### config.mk
export PLATFORM = sky130hd
export DESIGN_NAME = ff_bank
export DESIGN_NICKNAME = d
export VERILOG_FILES = /design/src/rtl/ff_bank.sv
export SDC_FILE = /design/constraint.sdc
export NUM_CORES = 1
export LEC_CHECK = 0
export ABC_CLOCK_PERIOD_IN_PS = 2110
export CAP_MARGIN = 10
export CORE_AREA = 2 2 85 87
export DETAILED_ROUTE_END_ITERATION = 8
export DIE_AREA = 0 0 87 89
export GPL_ROUTABILITY_DRIVEN = 0
export MAX_ROUTING_LAYER = met4
export PLACE_DENSITY = 0.51
export SLEW_MARGIN = 20
export SYNTH_ARGS = -nofsm -noshare
export SYNTH_HDL_FRONTEND = slang
export SYNTH_SLANG_ARGS = --single-unit
### constraint.sdc
create_clock -name clk -period 2.11 [get_ports clk]
set_clock_uncertainty 0.2 [all_clocks]
set_input_delay 0.422 -clock clk [delete_from_list [all_inputs] [get_ports clk]]
set_output_delay 0.422 -clock clk [all_outputs]
set_load 0.005 [all_outputs]
### src/rtl/ff_bank.sv
`default_nettype none
// ============================================================================
// Module      : ff_bank
// Description : Bank of WIDTH independent single-bit flip-flops. All channels
//               share the clock, an update enable and a run-time mode select
//               (SR, JK, D, T). The policy for the forbidden SR input (S=R=1)
//               is chosen at build time. Forbidden-input events are reported
//               as a registered one-cycle pulse, a sticky flag and a
//               saturating event counter.
// Ports       : clk        - clock, all state updates on the rising edge
//               rst        - synchronous active-high reset
//               en         - update enable (0 = every channel holds)
//               mode[1:0]  - 00 SR, 01 JK, 10 D, 11 T
//               a[WIDTH]   - per-channel S / J / D / T
//               b[WIDTH]   - per-channel R / K (unused in D and T)
//               err_clr    - clears err_sticky and err_count
//               q, q_n     - channel state and its exact complement
//               invalid    - one-cycle flag for a forbidden SR input
//               err_sticky - set on any forbidden SR input until cleared
//               err_count  - saturating count of forbidden-input cycles
// Revision    : 1.0 - initial release
// ============================================================================
module ff_bank #(
    parameter int                WIDTH             = 8,
    parameter int                CNT_W             = 8,
    parameter int                SR_INVALID_POLICY = 0,
    parameter logic [WIDTH-1:0]  RESET_VALUE       = {WIDTH{1'b0}}
) (
    input  logic              clk,
    input  logic              rst,
    input  logic              en,
    input  logic [1:0]        mode,
    input  logic [WIDTH-1:0]  a,
    input  logic [WIDTH-1:0]  b,
    input  logic              err_clr,
    output logic [WIDTH-1:0]  q,
    output logic [WIDTH-1:0]  q_n,
    output logic              invalid,
    output logic              err_sticky,
    output logic [CNT_W-1:0]  err_count
);

    localparam logic [1:0] c_MODE_SR = 2'b00;
    localparam logic [1:0] c_MODE_JK = 2'b01;
    localparam logic [1:0] c_MODE_D  = 2'b10;
    localparam logic [1:0] c_MODE_T  = 2'b11;

    localparam int         c_POL_SET   = 1;
    localparam int         c_POL_RESET = 2;

    localparam logic [CNT_W-1:0] c_CNT_MAX = {CNT_W{1'b1}};
    localparam logic [CNT_W-1:0] c_CNT_ONE = {{(CNT_W-1){1'b0}}, 1'b1};

    logic [WIDTH-1:0] r_q;
    logic [WIDTH-1:0] r_q_n;
    logic             r_invalid;
    logic             r_sticky;
    logic [CNT_W-1:0] r_cnt;

    logic [WIDTH-1:0] w_q_next;
    logic             w_forbidden;

    // One event per edge no matter how many channels see S=R=1.
    assign w_forbidden = en && (mode == c_MODE_SR) && (|(a & b));

    always_comb begin
        w_q_next = r_q;
        for (int i = 0; i < WIDTH; i++) begin
            case (mode)
                c_MODE_SR: begin
                    case ({a[i], b[i]})
                        2'b10:   w_q_next[i] = 1'b1;
                        2'b01:   w_q_next[i] = 1'b0;
                        2'b11: begin
                            // Policy values other than set/reset (0 and 3) hold.
                            if (SR_INVALID_POLICY == c_POL_SET)
                                w_q_next[i] = 1'b1;
                            else if (SR_INVALID_POLICY == c_POL_RESET)
                                w_q_next[i] = 1'b0;
                            else
                                w_q_next[i] = r_q[i];
                        end
                        default: w_q_next[i] = r_q[i];
                    endcase
                end
                c_MODE_JK: begin
                    case ({a[i], b[i]})
                        2'b10:   w_q_next[i] = 1'b1;
                        2'b01:   w_q_next[i] = 1'b0;
                        2'b11:   w_q_next[i] = ~r_q[i];
                        default: w_q_next[i] = r_q[i];
                    endcase
                end
                c_MODE_D: w_q_next[i] = a[i];
                c_MODE_T: w_q_next[i] = r_q[i] ^ a[i];
                default:  w_q_next[i] = r_q[i];
            endcase
        end
    end

    always_ff @(posedge clk) begin
        if (rst) begin
            r_q       <= RESET_VALUE;
            r_q_n     <= ~RESET_VALUE;
            r_invalid <= 1'b0;
            r_sticky  <= 1'b0;
            r_cnt     <= '0;
        end else begin
            // q_n is a separate register loaded from the same next-state
            // value so it is the exact complement at every edge.
            if (en) begin
                r_q   <= w_q_next;
                r_q_n <= ~w_q_next;
            end
            r_invalid <= w_forbidden;
            if (w_forbidden) begin
                // A simultaneous clear restarts the count at this event.
                r_sticky <= 1'b1;
                if (err_clr)
                    r_cnt <= c_CNT_ONE;
                else if (r_cnt != c_CNT_MAX)
                    r_cnt <= r_cnt + c_CNT_ONE;
            end else if (err_clr) begin
                r_sticky <= 1'b0;
                r_cnt    <= '0;
            end
        end
    end

    assign q          = r_q;
    assign q_n        = r_q_n;
    assign invalid    = r_invalid;
    assign err_sticky = r_sticky;
    assign err_count  = r_cnt;

endmodule
`default_nettype wire

# Word level (Yosys, flattened, before mapping)
# Cells that the tools add are included.
classes:
  addsub: 1
  n_bitwise: 18
  mux: 30
  n_reduce_logical: 7
  n_eq_ne: 28
ops:
  columns: ["operator", "count"]
  rows:
  - ["equality test 2 bit (second input constant)", 18]
  - ["2-to-1 mux 8 bit", 4]
  - ["case mux 1 bit (4 select lines)", 8]
  - ["case mux 1 bit (3 select lines)", 8]
  - ["equality test 2 x 1 -> 1 bit (second input constant)", 9]
  - ["case mux 1 bit (2 select lines)", 8]
  - ["adder 8 x 1 -> 8 bit (second input constant)", 1]
  - ["bitwise AND 8 bit", 1]
  - ["!= test 8 bit (second input constant)", 1]
  - ["NOT 1 bit", 8]
  - ["NOT 8 bit", 1]
  - ["OR reduction 8 bit", 1]
  - ["XOR 1 bit", 8]
  - ["nonzero test 2 bit", 2]
  - ["logical AND 1 bit", 2]
  - ["zero test 2 bit", 1]
  - ["2-to-1 mux 1 bit", 2]
  - ["AND reduction 2 bit", 1]
word_totals:
  elab_cells: 89
  ff_bits: 26
  output_inout_bits: 26
  input_bits: 22

# Depth between registers and ports, before layout
# Gate-level depths: netlist (run 1).
logic_depth:
  depth_word: 5
  mapped_depth: 6
  mapped_depth_nobuf: 6

# Worst setup path after synthesis (run 1)
# Ideal clock, no wire load.
synth_timing:
  kind: "input to register"
  from: "in mode[0]"
  to: "reg r_cnt[6] (netlist: err_count[6])"
  slack_ps: -21
  path_buffers: 2
  required_time_ps: 1788
  arrival_ps: 1810
  setup_ps: 122
  stages: 6
  path_cell_list: "buf_6 -> or2_1 -> buf_6 -> a211o_4 -> or4_4 -> mux2i_1"
synth_via:
  elab_chain_cells: 5
  elab_cells_between_ends: 6
  cone_classes: "mux (1); reduce/logical (5)"
synth_rtl:
  columns: ["element", "line_no", "source"]
  rows:
  - ["from (decl)", "32", "input logic [1:0] mode,"]
  - ["zero test 2 bit *", "64", "assign w_forbidden = en && (mode == c_MODE_SR) && (|(a & b));"]
  - ["logical AND 1 bit * (2 in series)", "64", null]
  - ["nonzero test 2 bit (no line)", null, null]
  - ["AND reduction 2 bit (no line)", null, null]
  - ["to (signal assigned)", "120", "r_cnt <= c_CNT_ONE;"]
  - ["to (signal assigned)", "122", "r_cnt <= r_cnt + c_CNT_ONE;"]
  - ["to (decl)", "58", "logic [CNT_W-1:0] r_cnt;"]
# Mark *: on every way between the ends. The rest lies on a longest branch, timed or not.
# A chain may end at the register's enable or synchronous reset.

# Worst setup path after layout (run 1)
# Ends and elaborated chain as after synthesis.

==> results of run 1 <==
==> report_power, final <==
part / total (mW) / internal (mW) / switching (mW) / leakage, nW
Combinational: 0.292 / 0.168 / 0.124 / 0.807
Clock: 0.328 / 0.167 / 0.161 / 0.0288
Sequential: 0.538 / 0.516 / 0.0219 / 0.213
==> routing by layer <==
metal / global-route usage (%) / vias to the layer above
li1: - / 827
met5: - / -
met1: 14.8 / 732
met4: 1.28 / 0
met3: 2.86 / 2
met2: 21.0 / 35
==> stage by stage <==
step / cell area (um2) / TNS [ns] / util, % / worst slack, ns / hold slack [ns]
after floorplan: 1660 / 0 / - / 0.0209 / 0.239
after global placement: 2370 / -6.19 / 35.2 / -0.569 / 0.243
after detailed placement: 2370 / -6.63 / 35.2 / -0.596 / 0.244
after CTS: 2440 / 0 / 36.3 / 0.00897 / 0.259
after global routing: 2460 / 0 / 36.7 / 0.0205 / 0.307
final: 2460 / 0 / 36.7 / 0.0773 / 0.252
==> kinds of logic (layout without fill, tap and decap cells) <==
kind of cell               Yosys count  in the layout  share of synthesized area, %
DFF                                 26             26                          31.4
AOI/OAI and AO/OA                   40             40                          17.4
adders and majority gates           17             17                          12.8
buffers and inverters               24             93                          6.80
and+or+nand+nor                     66             66                          20.4
muxes                               18             18                          11.2
==> synth_stat cells, types with 2 or more instances <==
| master | number | area [um2] |
|---|---|---|
| a21o_1 | 4 | 30.0 |
| nor2b_1 | 4 | 25.0 |
| a31oi_1 | 5 | 31.3 |
| ha_1 | 17 | 213 |
| mux2i_1 | 14 | 140 |
| mux2_2 | 4 | 45.0 |
| o221ai_1 | 3 | 26.3 |
| o21a_1 | 5 | 37.5 |
| inv_1 | 16 | 60.1 |
| nor2_1 | 12 | 45.0 |
| nand2_1 | 13 | 48.8 |
| nor4_1 | 6 | 37.5 |
| nand2b_1 | 6 | 37.5 |
| a21oi_1 | 7 | 35.0 |
| o21ai_0 | 2 | 10.0 |
| dfxtp_1 | 26 | 521 |
| buf_6 | 3 | 33.8 |
| or3_1 | 3 | 18.8 |
| o22ai_1 | 5 | 31.3 |
| nor3_1 | 13 | 65.1 |
| a211o_1 | 4 | 35.0 |
| clkbuf_1 | 4 | 15.0 |
| nand3_1 | 4 | 20.0 |
==> worst register-to-register path, stage by stage (launching register included) <==
cell and delay [ns]:
dfxtp_1 0.41, ha_1 0.23, nand3_1 0.19, or3_1 0.45
and4_1 0.21, nor3_1 0.15
==> what timing repair did <==
item	CTS	global route
cloned	0	0
hold buffers	0	0
endpoints found under the hold margin	0	0
resized for setup	26	4
pin swaps	7	0
setup endpoints to repair	10	7
==> sequential cells by signal, summed over array words and instances, names as in the netlist <==
name,count
err_count,8
q,8
q_n,8
err_sticky,1
invalid,1
==> area by class of cell <==
| cell class | count | area (um2) | area share, % |
|---|---|---|---|
| Sequential cell | 26 | 520 | 21.1 |
| Inverter | 17 | 63.8 | 2.59 |
| Tap cell | 80 | 100 | 4.06 |
| Multi-Input combinational cell | 141 | 1080 | 44.0 |
| Clock buffer | 4 | 55.1 | 2.23 |
| Timing Repair Buffer | 72 | 641 | 26.0 |
==> worst min path at each step <==
| stage | endpoint | from | slack (ns) | depth (start not counted) |
|---|---|---|---|---|
| finish | err_sticky$_SDFFE_PP0P_ | err_sticky$_SDFFE_PP0P_ | 0.25 | 2 |
| CTS | err_sticky$_SDFFE_PP0P_ | err_sticky$_SDFFE_PP0P_ | 0.26 | 2 |
| detailed placement | err_sticky$_SDFFE_PP0P_ | err_sticky$_SDFFE_PP0P_ | 0.24 | 2 |
| global route | q_n[3]$_SDFFE_PP1P_ | q_n[3]$_SDFFE_PP1P_ | 0.31 | 1 |
| global placement | err_sticky$_SDFFE_PP0P_ | err_sticky$_SDFFE_PP0P_ | 0.24 | 2 |
| floorplan | err_sticky$_SDFFE_PP0P_ | err_sticky$_SDFFE_PP0P_ | 0.24 | 2 |
==> flow_metrics.env, run 1 <==
export IMPL_wl_um=4390
export IMPL_route_met3_wl_um=179
export IMPL_crit_reg2reg_capture="err_count[7]$_SDFFE_PP0P_"
export IMPL_critPathRequiredTime_ns=2.07
export IMPL_syn_area_um2=1660
export IMPL_clock_sinks=26
export IMPL_finalPower_mw=1.16
export IMPL_root_buffer="clkbuf_8"
export IMPL_cp_depth=5
export IMPL_cts_clk_slew_worst_paths_ns=0.09
export IMPL_drive_above_1_share_pct=18.5
export IMPL_tightest_slew_ns=0.375
export IMPL_grt_first_pass_wirelength_um=7250
export IMPL_place_inst=336
export IMPL_period_needed_ns=2.03
export IMPL_row_count=30
export IMPL_drtAntennaViolNets=0
export IMPL_dieArea_um2=7740
export IMPL_drt_pass1_iter_count=4
export IMPL_synth_edf_count=0
export IMPL_slowest_stage="or4_4"
export IMPL_async_flop_share_pct=0
export IMPL_vias=1596
export IMPL_die_h_um=89
export IMPL_wl_met1_um=2110
export IMPL_max_slew_margin_pct=74.8
export IMPL_initial_utilization_pct=24.7
export IMPL_crit_path_start="mode[0]"
export IMPL_drv_slew=0
export IMPL_via_per_inst=4.69
export IMPL_ys_flop_type="dfxtp_1"
export IMPL_routed_top_layer="met4"
export IMPL_htree_levels=1
export IMPL_max_stage_delay_ns=0.49
export IMPL_syn_area_per_cell_um2=8.67
export IMPL_powerDensity_nw_per_um2=470
export IMPL_port_buffers=47
export IMPL_area_growth_pct=48.7
export IMPL_cts_setup_buffers=0
export IMPL_hold_violations=0
export IMPL_status="completed"
export IMPL_cpLargestDelayFamily="simple AND/OR/NAND/NOR gates"
export IMPL_crit_end="err_count[6]$_SDFFE_PP0P_"
export IMPL_hold_class="flip-flop to flip-flop"
export IMPL_avgRoutedWirePerCell_um=12.9
export IMPL_synthCells=191
export IMPL_rsz0062_at_grt="false"
export IMPL_yosysUniqueCellTypes=34
export IMPL_cts_buffer_depth=2
export IMPL_drc_errors=0
export IMPL_grt_max_degree=15
export IMPL_ys_ff_latch=26
export IMPL_clk_latency_ns=0.27
export IMPL_grt_pass1_vias=1619
export IMPL_finalCritPeriodShare_pct=96.3
export IMPL_core_area_um2=6720
export IMPL_fillers=691
export IMPL_cts_made_buffers=3
export IMPL_irDropWorstVdd_mv=0.303
export IMPL_fin_cells=340
export IMPL_antenna_found_initial=0
export IMPL_worstPathArrival_ns=2.00
export IMPL_mostFrequentLayoutCell="clkdlybuf4s50_1"
export IMPL_crit_path_end_kind="flip-flop"
export IMPL_num_io_pins=48
export IMPL_setup_viol=0
export IMPL_r2r_start="err_count[1]$_SDFFE_PP0P_"
export IMPL_path_cells="clkdlybuf4s50_1, or2_1, a211o_4, or4_4, mux2i_1"
export IMPL_yosysSeqAreaShare_pct=31.4
export IMPL_start_kind="input port"
export IMPL_die_w_um=87
export IMPL_cp_max_fo=3
export IMPL_fmax_mhz=492
export IMPL_grt_overflow_total=0
export IMPL_critical_path_class="input port to flip-flop"
export IMPL_cts_tree="yes"
export IMPL_maxCapViolations=0
export IMPL_synth_warnings=0
export IMPL_fin_nets=300
export IMPL_layout_common_cells="clkdlybuf4s50_1, dfxtp_1, buf_4, inv_1, dlygate4sd2_1"
export IMPL_diodes=0
export IMPL_dp_hpwl_um=3430
export IMPL_syn_num_nets=230
export IMPL_reg2reg_setup_slack_ns=0.20
export IMPL_power_leakage_nw=1.05
export IMPL_grt_usage_pct=12.1
export IMPL_rr_worst_depth=5
export IMPL_drt_iter0_markers=48
export IMPL_wl_met2_um=2080
export IMPL_cp_buffers_inverters=1
Note: power is estimated with default switching activity, not from simulation.
==> run 2: changes to the inputs <==
Settings changed: HOLD_SLACK_MARGIN set to 0.06.
==> results of run 2 <==
No change in the layout: final DEF, timing and power equal those of run 1.
